[config.mk]
export PLATFORM = sky130hd
export DESIGN_NAME = apb_master_ctrl_flat
export DESIGN_NICKNAME = d
export VERILOG_FILES = /design/src/rtl/apb_master_ctrl_pkg.sv /design/src/rtl/apb_master_ctrl_if.sv /design/src/rtl/apb_master_ctrl_arbiter.sv /design/src/rtl/apb_master_ctrl.sv /design/src/flat_wrapper.sv
export SDC_FILE = /design/constraint.sdc
export NUM_CORES = 1
export LEC_CHECK = 0
export ABC_AREA = 0
export CAP_MARGIN = 20
export CORE_UTILIZATION = 40
export CTS_BUF_LIST = sky130_fd_sc_hd__clkbuf_2
export DETAILED_ROUTE_END_ITERATION = 8
export GPL_ROUTABILITY_DRIVEN = 0
export HOLD_SLACK_MARGIN = 0.03
export PLACE_DENSITY = 0.83
export SKIP_LAST_GASP = 1
export SLEW_MARGIN = 10
export SYNTH_ARGS = -nofsm -noshare
export SYNTH_HDL_FRONTEND = slang
export SYNTH_SLANG_ARGS = --single-unit
[constraint.sdc]
create_clock -name PCLK -period 1.8 [get_ports PCLK]
set_input_delay 0.54 -clock PCLK [delete_from_list [all_inputs] [get_ports PCLK]]
set_output_delay 0.54 -clock PCLK [all_outputs]
set_load 0.05 [all_outputs]
[src/rtl/apb_master_ctrl_pkg.sv]
// Shared types and constants for the multi-requester APB master controller.
// Optional timeout abort is enabled with the APB_TIMEOUT_EN macro.
package apb_ctrl_pkg;

   localparam int DEF_ADDR_W = 32;
   localparam int DEF_DATA_W = 32;
   localparam int MAX_REQ    = 4;
   localparam int IDX_W      = 2;

   typedef enum logic [1:0] {
      IDLE   = 2'd0,
      SETUP  = 2'd1,
      ACCESS = 2'd2
   } apb_state_e;

endpackage

[src/rtl/apb_master_ctrl_if.sv]
// APB bus bundle between the controller (master) and the decoder/slave side.
interface apb_master_ctrl_if
   import apb_ctrl_pkg::*;
#(
   parameter int ADDR_W = DEF_ADDR_W,
   parameter int DATA_W = DEF_DATA_W
);

   logic              PSEL;
   logic              PENABLE;
   logic [ADDR_W-1:0] PADDR;
   logic              PWRITE;
   logic [DATA_W-1:0] PWDATA;
   logic [DATA_W-1:0] PRDATA;
   logic              PREADY;
   logic              PSLVERR;

   modport master (
      output PSEL, PENABLE, PADDR, PWRITE, PWDATA,
      input  PRDATA, PREADY, PSLVERR
   );

   modport slave (
      input  PSEL, PENABLE, PADDR, PWRITE, PWDATA,
      output PRDATA, PREADY, PSLVERR
   );

endinterface

[src/rtl/apb_master_ctrl_arbiter.sv]
// Combinational round-robin arbiter: searches upward from last_grant+1, wrapping modulo NUM_REQ.
module apb_rr_arbiter
   import apb_ctrl_pkg::*;
#(
   parameter int NUM_REQ = 2
) (
   input  logic [NUM_REQ-1:0] req,
   input  logic [IDX_W-1:0]   last_grant,
   output logic [NUM_REQ-1:0] grant,
   output logic [IDX_W-1:0]   grant_idx,
   output logic               any_req
);

   logic [MAX_REQ-1:0] req_pad_s;
   logic [IDX_W-1:0]   idx_s;

   assign req_pad_s = MAX_REQ'(req);
   assign any_req   = |req;
   assign grant_idx = idx_s;

   // Walk offsets from farthest to nearest so the nearest requester wins.
   always_comb begin
      idx_s = '0;
      for (int off = NUM_REQ; off >= 1; off--) begin
         logic [IDX_W-1:0] cand_v;
         cand_v = IDX_W'((int'(last_grant) + off) % NUM_REQ);
         if (req_pad_s[cand_v]) begin
            idx_s = cand_v;
         end else begin
            idx_s = idx_s;
         end
      end
   end

   // Expand the winning index into a one-hot grant.
   always_comb begin
      grant = '0;
      for (int i = 0; i < NUM_REQ; i++) begin
         grant[i] = any_req && (idx_s == IDX_W'(i));
      end
   end

endmodule

[src/rtl/apb_master_ctrl.sv]
// Multi-requester APB master: round-robin arbitration, IDLE/SETUP/ACCESS sequencing, response return.
// Define APB_TIMEOUT_EN to abort ACCESS phases that exceed TIMEOUT_CYCLES without PREADY.
module apb_master_ctrl
   import apb_ctrl_pkg::*;
#(
   parameter int NUM_REQ        = 2,
   parameter int ADDR_W         = DEF_ADDR_W,
   parameter int DATA_W         = DEF_DATA_W,
   parameter int TIMEOUT_CYCLES = 16
) (
   input  logic                      PCLK,
   input  logic                      PRESETn,
   input  logic [NUM_REQ-1:0]        req_valid,
   output logic [NUM_REQ-1:0]        req_ready,
   input  logic [NUM_REQ-1:0]        req_write,
   input  logic [NUM_REQ*ADDR_W-1:0] req_addr,
   input  logic [NUM_REQ*DATA_W-1:0] req_wdata,
   output logic [NUM_REQ-1:0]        rsp_valid,
   output logic [DATA_W-1:0]         rsp_rdata,
   output logic                      rsp_err,
   apb_master_ctrl_if.master         apb
);

   apb_state_e         state_r, state_s;
   logic [IDX_W-1:0]   last_grant_r, last_grant_s;
   logic [IDX_W-1:0]   gidx_r, gidx_s;
   logic [NUM_REQ-1:0] req_ready_r, req_ready_s;
   logic [NUM_REQ-1:0] rsp_valid_r, rsp_valid_s;
   logic [DATA_W-1:0]  rsp_rdata_r, rsp_rdata_s;
   logic               rsp_err_r, rsp_err_s;
   logic               psel_r, psel_s;
   logic               penable_r, penable_s;
   logic [ADDR_W-1:0]  paddr_r, paddr_s;
   logic               pwrite_r, pwrite_s;
   logic [DATA_W-1:0]  pwdata_r, pwdata_s;
`ifdef APB_TIMEOUT_EN
   logic [7:0]         cnt_r, cnt_s;
`endif

   logic [NUM_REQ-1:0] grant_s;
   logic [IDX_W-1:0]   grant_idx_s;
   logic               any_req_s;
   logic [MAX_REQ-1:0] valid_pad_s;
   logic [ADDR_W-1:0]  sel_addr_s;
   logic [DATA_W-1:0]  sel_wdata_s;
   logic               sel_write_s;
   logic [NUM_REQ-1:0] owner_oh_s;

   apb_rr_arbiter #(.NUM_REQ(NUM_REQ)) u_arb (
      .req        (req_valid),
      .last_grant (last_grant_r),
      .grant      (grant_s),
      .grant_idx  (grant_idx_s),
      .any_req    (any_req_s)
   );

   assign valid_pad_s = MAX_REQ'(req_valid);

   // Select the payload of the requester currently holding req_ready.
   always_comb begin
      sel_addr_s  = '0;
      sel_wdata_s = '0;
      sel_write_s = 1'b0;
      owner_oh_s  = '0;
      for (int i = 0; i < NUM_REQ; i++) begin
         owner_oh_s[i] = (gidx_r == IDX_W'(i));
         if (gidx_r == IDX_W'(i)) begin
            sel_addr_s  = req_addr[i*ADDR_W +: ADDR_W];
            sel_wdata_s = req_wdata[i*DATA_W +: DATA_W];
            sel_write_s = req_write[i];
         end else begin
            sel_write_s = sel_write_s;
         end
      end
   end

   // Next-state and next-output logic for the transfer sequencer.
   always_comb begin
      state_s      = state_r;
      last_grant_s = last_grant_r;
      gidx_s       = gidx_r;
      req_ready_s  = '0;
      rsp_valid_s  = '0;
      rsp_rdata_s  = rsp_rdata_r;
      rsp_err_s    = rsp_err_r;
      psel_s       = psel_r;
      penable_s    = penable_r;
      paddr_s      = paddr_r;
      pwrite_s     = pwrite_r;
      pwdata_s     = pwdata_r;
`ifdef APB_TIMEOUT_EN
      cnt_s        = cnt_r;
`endif
      case (state_r)
         IDLE: begin
            // A granted requester that withdrew its valid simply loses the slot.
            if (req_ready_r != '0) begin
               if (valid_pad_s[gidx_r]) begin
                  paddr_s      = sel_addr_s;
                  pwdata_s     = sel_wdata_s;
                  pwrite_s     = sel_write_s;
                  psel_s       = 1'b1;
                  last_grant_s = gidx_r;
                  state_s      = SETUP;
               end else begin
                  state_s = IDLE;
               end
            end else if (any_req_s) begin
               req_ready_s = grant_s;
               gidx_s      = grant_idx_s;
            end else begin
               state_s = IDLE;
            end
         end
         SETUP: begin
            penable_s = 1'b1;
            state_s   = ACCESS;
`ifdef APB_TIMEOUT_EN
            cnt_s     = 8'd0;
`endif
         end
         ACCESS: begin
            if (apb.PREADY) begin
               psel_s      = 1'b0;
               penable_s   = 1'b0;
               rsp_valid_s = owner_oh_s;
               rsp_err_s   = apb.PSLVERR;
               rsp_rdata_s = pwrite_r ? {DATA_W{1'b0}} : apb.PRDATA;
               state_s     = IDLE;
            end else begin
`ifdef APB_TIMEOUT_EN
               if (cnt_r == 8'(TIMEOUT_CYCLES - 1)) begin
                  psel_s      = 1'b0;
                  penable_s   = 1'b0;
                  rsp_valid_s = owner_oh_s;
                  rsp_err_s   = 1'b1;
                  rsp_rdata_s = {DATA_W{1'b0}};
                  state_s     = IDLE;
               end else begin
                  cnt_s = cnt_r + 8'd1;
               end
`else
               state_s = ACCESS;
`endif
            end
         end
         default: begin
            psel_s    = 1'b0;
            penable_s = 1'b0;
            state_s   = IDLE;
         end
      endcase
   end

   // State and registered-output flops; reset drops the bus immediately.
   always_ff @(posedge PCLK or negedge PRESETn) begin
      if (!PRESETn) begin
         state_r      <= IDLE;
         last_grant_r <= IDX_W'(NUM_REQ - 1);
         gidx_r       <= '0;
         req_ready_r  <= '0;
         rsp_valid_r  <= '0;
         rsp_rdata_r  <= '0;
         rsp_err_r    <= 1'b0;
         psel_r       <= 1'b0;
         penable_r    <= 1'b0;
         paddr_r      <= '0;
         pwrite_r     <= 1'b0;
         pwdata_r     <= '0;
`ifdef APB_TIMEOUT_EN
         cnt_r        <= 8'd0;
`endif
      end else begin
         state_r      <= state_s;
         last_grant_r <= last_grant_s;
         gidx_r       <= gidx_s;
         req_ready_r  <= req_ready_s;
         rsp_valid_r  <= rsp_valid_s;
         rsp_rdata_r  <= rsp_rdata_s;
         rsp_err_r    <= rsp_err_s;
         psel_r       <= psel_s;
         penable_r    <= penable_s;
         paddr_r      <= paddr_s;
         pwrite_r     <= pwrite_s;
         pwdata_r     <= pwdata_s;
`ifdef APB_TIMEOUT_EN
         cnt_r        <= cnt_s;
`endif
      end
   end

   assign req_ready   = req_ready_r;
   assign rsp_valid   = rsp_valid_r;
   assign rsp_rdata   = rsp_rdata_r;
   assign rsp_err     = rsp_err_r;
   assign apb.PSEL    = psel_r;
   assign apb.PENABLE = penable_r;
   assign apb.PADDR   = paddr_r;
   assign apb.PWRITE  = pwrite_r;
   assign apb.PWDATA  = pwdata_r;

endmodule
[src/flat_wrapper.sv]
// flat-port wrapper written by rule: the top's interface ports become plain ports
module apb_master_ctrl_flat import apb_ctrl_pkg::*;
#(
   parameter int NUM_REQ        = 2,
   parameter int ADDR_W         = DEF_ADDR_W,
   parameter int DATA_W         = DEF_DATA_W,
   parameter int TIMEOUT_CYCLES = 16
)
  (PCLK, PRESETn, req_valid, req_ready, req_write, req_addr, req_wdata, rsp_valid, rsp_rdata, rsp_err, apb_PSEL, apb_PENABLE, apb_PADDR, apb_PWRITE, apb_PWDATA, apb_PRDATA, apb_PREADY, apb_PSLVERR);
  apb_master_ctrl_if #(.ADDR_W(ADDR_W), .DATA_W(DATA_W)) apb_i ();
  input  logic PCLK;
  input  logic PRESETn;
  input  logic [NUM_REQ-1:0] req_valid;
  output logic [NUM_REQ-1:0] req_ready;
  input  logic [NUM_REQ-1:0] req_write;
  input  logic [NUM_REQ*ADDR_W-1:0] req_addr;
  input  logic [NUM_REQ*DATA_W-1:0] req_wdata;
  output logic [NUM_REQ-1:0] rsp_valid;
  output logic [DATA_W-1:0] rsp_rdata;
  output logic rsp_err;
  output wire logic [$bits(apb_i.PSEL)-1:0] apb_PSEL;
  output wire logic [$bits(apb_i.PENABLE)-1:0] apb_PENABLE;
  output wire logic [$bits(apb_i.PADDR)-1:0] apb_PADDR;
  output wire logic [$bits(apb_i.PWRITE)-1:0] apb_PWRITE;
  output wire logic [$bits(apb_i.PWDATA)-1:0] apb_PWDATA;
  input wire logic [$bits(apb_i.PRDATA)-1:0] apb_PRDATA;
  input wire logic [$bits(apb_i.PREADY)-1:0] apb_PREADY;
  input wire logic [$bits(apb_i.PSLVERR)-1:0] apb_PSLVERR;
  assign apb_PSEL = apb_i.PSEL;
  assign apb_PENABLE = apb_i.PENABLE;
  assign apb_PADDR = apb_i.PADDR;
  assign apb_PWRITE = apb_i.PWRITE;
  assign apb_PWDATA = apb_i.PWDATA;
  assign apb_i.PRDATA = apb_PRDATA;
  assign apb_i.PREADY = apb_PREADY;
  assign apb_i.PSLVERR = apb_PSLVERR;
  apb_master_ctrl #(.NUM_REQ(NUM_REQ), .ADDR_W(ADDR_W), .DATA_W(DATA_W), .TIMEOUT_CYCLES(TIMEOUT_CYCLES)) u_core (.PCLK(PCLK), .PRESETn(PRESETn), .req_valid(req_valid), .req_ready(req_ready), .req_write(req_write), .req_addr(req_addr), .req_wdata(req_wdata), .rsp_valid(rsp_valid), .rsp_rdata(rsp_rdata), .rsp_err(rsp_err), .apb(apb_i));
endmodule
======== Yosys cells after proc, flatten, opt, wreduce, memory -nomap -nowiden ========
Cells that the tools add are included.
cells by class
  add/subtract/negate cells ............... 2
  multiplexer cells ....................... 30
  bitwise gates (word level) .............. 5
  reduce and logical (&&, ||, !) cells .... 12
  equal/unequal tests ..................... 8
  order comparisons ....................... 3
operator list
  cell                                                                      count
  32-bit two-way mux                                                        5
  2-bit two-way mux                                                         10
  2-bit by 3-bit < comparator with 1-bit output (second input constant)     3
  1-bit two-way mux                                                         9
  1-bit binary-select mux with 2-bit select                                 3
  2-bit by 1-bit equality test with 1-bit output (second input constant)    3
  2-bit zero test                                                           3
  1-bit case mux with 3 select lines                                        2
  2-bit case mux with 3 select lines                                        1
  3-bit AND reduction                                                       2
  2-bit by 1-bit inequality test with 1-bit output (second input constant)  2
  2-bit AND reduction                                                       2
  4-bit AND reduction                                                       1
  3-bit by 2-bit inequality test with 1-bit output (second input constant)  1
  1-bit inverter                                                            3
  1-bit adder (second input constant)                                       2
  1-bit bitwise AND (first input constant)                                  2
  2-bit equality test (second input constant)                               1
  1-bit logical AND                                                         2
  2-bit inequality test (second input constant)                             1
  2-bit nonzero test                                                        1
  2-bit OR reduction                                                        1
storage, ports and cells
  word-level logic and storage cells ...... 72
  input port bits ......................... 168
  register bits ........................... 109

======== Depth between registers and ports, before layout ========
  depth in word-level cells ............... 11
  depth in mapped cells ................... 6
  depth with buffers taken out ............ 3

======== By module ========
A second synthesis with hierarchy kept.
second synthesis, totals
  cell total of the unflattened synthesis .. 462
  area total of the unflattened synthesis .. 5,220.0 um2
by module, submodules not included
  module           area an instance (um2)  instances  cells an instance
  apb_master_ctrl  5,176.2                 1          455
  apb_rr_arbiter   43.8                    1          7

======== Worst setup path after synthesis ========
Ideal clock, no wire load.
  path kind ............................... register to register
  start point ............................. reg u_core.req_ready_r[1] (netlist: u_core.req_ready[1])
  end point ............................... reg u_core.paddr_r[0] (netlist: u_core.apb.PADDR[0])
  required time ........................... 1.673 ns
  stages on the path, launching flop included .. 6
  setup slack ............................. -0.067 ns
  setup time .............................. 0.127 ns
  arrival ................................. 1.740 ns
  period minus slack after synthesis ...... 1.867 ns
  path through ............................ dfrtp_1 -> nor2_1 -> nor4_4 -> buf_4 -> buf_6 -> mux2_1
on the way
  longest elaborated chain between the ends .. 2
RTL lines
  item                           line                    text
  start, declared                apb_master_ctrl.sv:27   logic [NUM_REQ-1:0] req_ready_r, req_ready_s;
  start signal, assigned         apb_master_ctrl.sv:177  req_ready_r <= req_ready_s;
  2-bit nonzero test             apb_master_ctrl.sv:97   if (req_ready_r != '0) begin
  3-bit AND reduction (no line)  -
  end signal, assigned           apb_master_ctrl.sv:183  paddr_r <= paddr_s;
  end, declared                  apb_master_ctrl.sv:33   logic [ADDR_W-1:0] paddr_r, paddr_s;
Every way passes these cells.
A chain may end at the register's enable or synchronous reset.

======== Final worst setup path ========
  start point ............................. reg u_core.req_ready_r[1] (netlist: u_core.req_ready[1])
  end point ............................... reg u_core.pwdata_r[14] (netlist: u_core.apb.PWDATA[14])
on the way
  longest elaborated chain between the ends .. 2
RTL lines
  item                           line                    text
  2-bit nonzero test             apb_master_ctrl.sv:97
  3-bit AND reduction (no line)  -
  end signal, assigned           apb_master_ctrl.sv:185  pwdata_r <= pwdata_s;
  end, declared                  apb_master_ctrl.sv:35   logic [DATA_W-1:0] pwdata_r, pwdata_s;
Every way passes these cells.

==> impl_metrics.py <==
metrics = {
    "synthesis": {
        "yosysSeqAreaShare": 0.549,
        "synth_area_per_cell_sq_um": 12.9,
        "syn_nets": 549,
        "synth_warnings": 0,
        "synth_cell_types": 25,
        "syn_inst": 381,
        "ys_ff_latch": 108,
        "synth_area_sq_um": 4930,
    },
    "place": {
        "portBuffers": 271,
        "dp_hpwl_um": 10100,
        "placed_area_sq_um": 7750,
        "pre_cts_slack_ns": -0.408,
        "dp.cells": 789,
    },
    "setup_path": {
        "crit_family": "buffers and inverters",
        "crit_fanout": 25,
        "ff2ff_path_depth": 6,
        "startpoint_type": "register",
        "worst_ep_arrival_time_ns": 2.27,
        "cp_common_cell": "buf_4",
        "worst-path-buf-inv": 3,
        "max_stage_delay_ns": 0.45,
        "worst_path_max_delay_cell": "dfrtp_2",
        "worst_ep_required_time_ns": 2.27,
        "crit_type": "reg -> reg",
        "crit_chain": "buf_4 > nor2_1 > nor4_4 > buf_4 > buf_6 > mux2_1",
        "cp.depth": 6,
        "end_kind": "register",
    },
    "cts": {
        "numCtsBuffers": 9,
        "clkTransAtPathRegs_ns": 0.31,
        "htreeDepth": 3,
        "cts-root-buf": "clkbuf_2",
        "clk_latency_ns": 0.59,
        "cts.sinks": 108,
        "cts_tree": "built",
        "clock_path_buffers": 2,
    },
    "routing": {
        "avgRoutedWirePerCell_um": 17.2,
        "routed-via-count": 4094,
        "dr.pass1.iters": 5,
        "wl_um": 14500,
        "via_per_inst": 4.85,
        "drt_iter0_drc": 164,
        "drc": 0,
        "antenna_left": 0,
    },
    "cells_and_area": {
        "area_growth_syn_to_layout_pct": 72.7,
        "utilization": 0.708,
        "fill_cells": 840,
        "drive_gt1_frac": 0.415,
        "nets": 860,
        "fin_cells": 844,
        "final_area_sq_um": 8510,
        "insertedDiodeCount": 0,
    },
    "sta": {
        "fin_worst_skew_ns": 0.0357,
        "drv_slew": 0,
        "slew_headroom": 0.734,
        "rsz0062_at_grt": "yes",
        "finalCriticalPeriod_ns": 1.80,
        "finalWorstSetupSlack_ns": 0.00188,
        "hold_viol_final": 0,
        "setup_viol": 0,
        "max_freq_ghz": 0.556,
        "fin_crit_sh": 0.999,
        "worstMarginPinSlew_ns": 0.398,
        "worst_hold_slack_ns": 0.249,
    },
    "run_status": {
        "status": "complete, no violations",
    },
    "floorplanning": {
        "design.die.area_sq_um": 12800,
        "core_sq_um": 12000,
        "fp.dieW_um": 113,
        "die_h_um": 113,
        "fp-row-count": 40,
        "io_pins": 272,
        "initial_core_util": 0.410,
    },
    "grt": {
        "grt_first_pass_wirelength_um": 21500,
        "antenna_found_initial": 0,
        "grt_max_degree": 69,
        "grt-ovfl-total": 0,
        "top_usage_layer": "met2",
        "grt_use_total": 0.219,
        "use_met1": 0.227,
        "grt_pass1_vias": 4214,
        "met2_usage": 0.413,
        "met3_usage": 0.0696,
    },
    "power": {
        "peakVddDrop_uv": 1110,
        "p_leak_nw": 3.75,
        "powerDensity_nw_per_um2": 2030,
    },
    "flow_run": {
        "maxCapViolCount": 0,
    },
    "min_path": {
        "hold_path.class": "in -> async",
    },
}
-- metal layers --
layer	share of wire	vias to the layer above	routed length [um]
li1	-	1935	-
met1	0.37	1974	5310
met2	0.54	166	7780
met3	0.078	19	1130
met4	0.019	0	281
met5	0	-	0
-- Yosys cell counts, drive strengths merged --
master,instances,share of area
dfrtp,107,0.54
a2bb2oi,1,0.0018
nor2,4,0.0030
a21oi,2,0.0020
nand2b,33,0.042
a21o,1,0.0015
and3,1,0.0013
nand3b,1,0.0015
mux2,132,0.30
nor3,1,0.0010
o21a,1,0.0015
dfstp,1,0.0053
nor4,2,0.0056
inv,1,0.00076
nor2b,1,0.0013
mux2i,1,0.0020
nand2,33,0.025
o21ai,33,0.034
clkbuf,10,0.0076
buf,15,0.018
-- layout make-up --
type | count | area [sq um] | share of cell area
clock buffer | 10 | 50.0 | 0.00588
clock inverter | 6 | 55.1 | 0.00647
inverter | 1 | 3.75 | 0.000441
multi-input combinational | 247 | 2090 | 0.246
sequential | 108 | 2710 | 0.318
tap | 147 | 184 | 0.0216
timing repair buffer | 325 | 3420 | 0.401
-- worst reg2reg max path: cells and delay by family (launching register included) --
kind	cells	cell delay [ns]
buffers and inverters	3	0.59
DFF	1	0.45
muxes	1	0.36
and+or+nand+nor	2	0.31
-- worst paths after layout --
path | slack [ns] | start | to
min reg2reg | 0.54 | u_core.last_grant_r[0]$_DFFE_PN1P_ | u_core.last_grant_r[0]$_DFFE_PN1P_
max reg2reg | 0.002 | u_core.req_ready[1]$_DFF_PN0_ | u_core.apb.PWDATA[14]$_DFFE_PN0P_
max in group asynchronous | 0.98 | PRESETn | u_core.last_grant_r[0]$_DFFE_PN1P_
max | 0.002 | u_core.req_ready[1]$_DFF_PN0_ | u_core.apb.PWDATA[14]$_DFFE_PN0P_
min in group PCLK | 0.49 | apb_PRDATA[18] | u_core.rsp_rdata[18]$_DFFE_PN0P_
min | 0.25 | PRESETn | u_core.apb.PWDATA[21]$_DFFE_PN0P_
-- flip-flops by register name, indices dropped and copies added (netlist names), 2 cells and up --
name / flops
u_core.apb.PADDR: 32
u_core.apb.PWDATA: 32
u_core.rsp_rdata: 32
u_core.req_ready: 2
u_core.rsp_valid: 2
u_core.state_r: 2
-- power breakdown --
group	total, mW	switching (mW)	leakage, nW	internal, mW
sequential	4.59	0.938	1.32	3.65
combinational	11.6	6.45	2.37	5.13
clock	1.10	0.785	0.0668	0.312
total	17.3	8.17	3.75	9.09
-- timing repair --
item / in CTS / in global routing
setup endpoints to repair: 87 / 114
gates cloned: 0 / 2
gates resized for setup: 78 / 15
hold endpoints to repair: 107 / 0
pin swaps: 0 / 1
setup buffers: 21 / 15
hold buffers: 1 / 0
-- placed cells by master (no fill, tap or decap), types with 10 or more instances in the layout --
| cell | n |
|---|---|
| mux2_2 | 112 |
| nand2b_1 | 33 |
| mux2_1 | 20 |
| nand2_1 | 33 |
| clkbuf_2 | 10 |
| buf_6 | 94 |
| dfrtp_1 | 104 |
| clkdlybuf4s50_1 | 166 |
| buf_4 | 48 |
| buf_12 | 15 |
| o21ai_0 | 33 |
-- stage by stage --
stage          power, mW  setup TNS [ns]
2_1_floorplan       11.2               0
3_3_place_gp        14.5          -23.53
3_5_place_dp        14.8          -25.36
4_1_cts             16.9          -0.751
5_1_grt             18.1           -4.01
6_report            17.3               0
-- logic make-up after synthesis --
logic type	Yosys count	share of synthesized area
muxes	133	0.304
buffers and inverters	26	0.0264
and+or+nand+nor	76	0.0808
AOI/OAI and AO/OA	38	0.0404
DFF	108	0.549
Power figures use the tool's default switching activity.
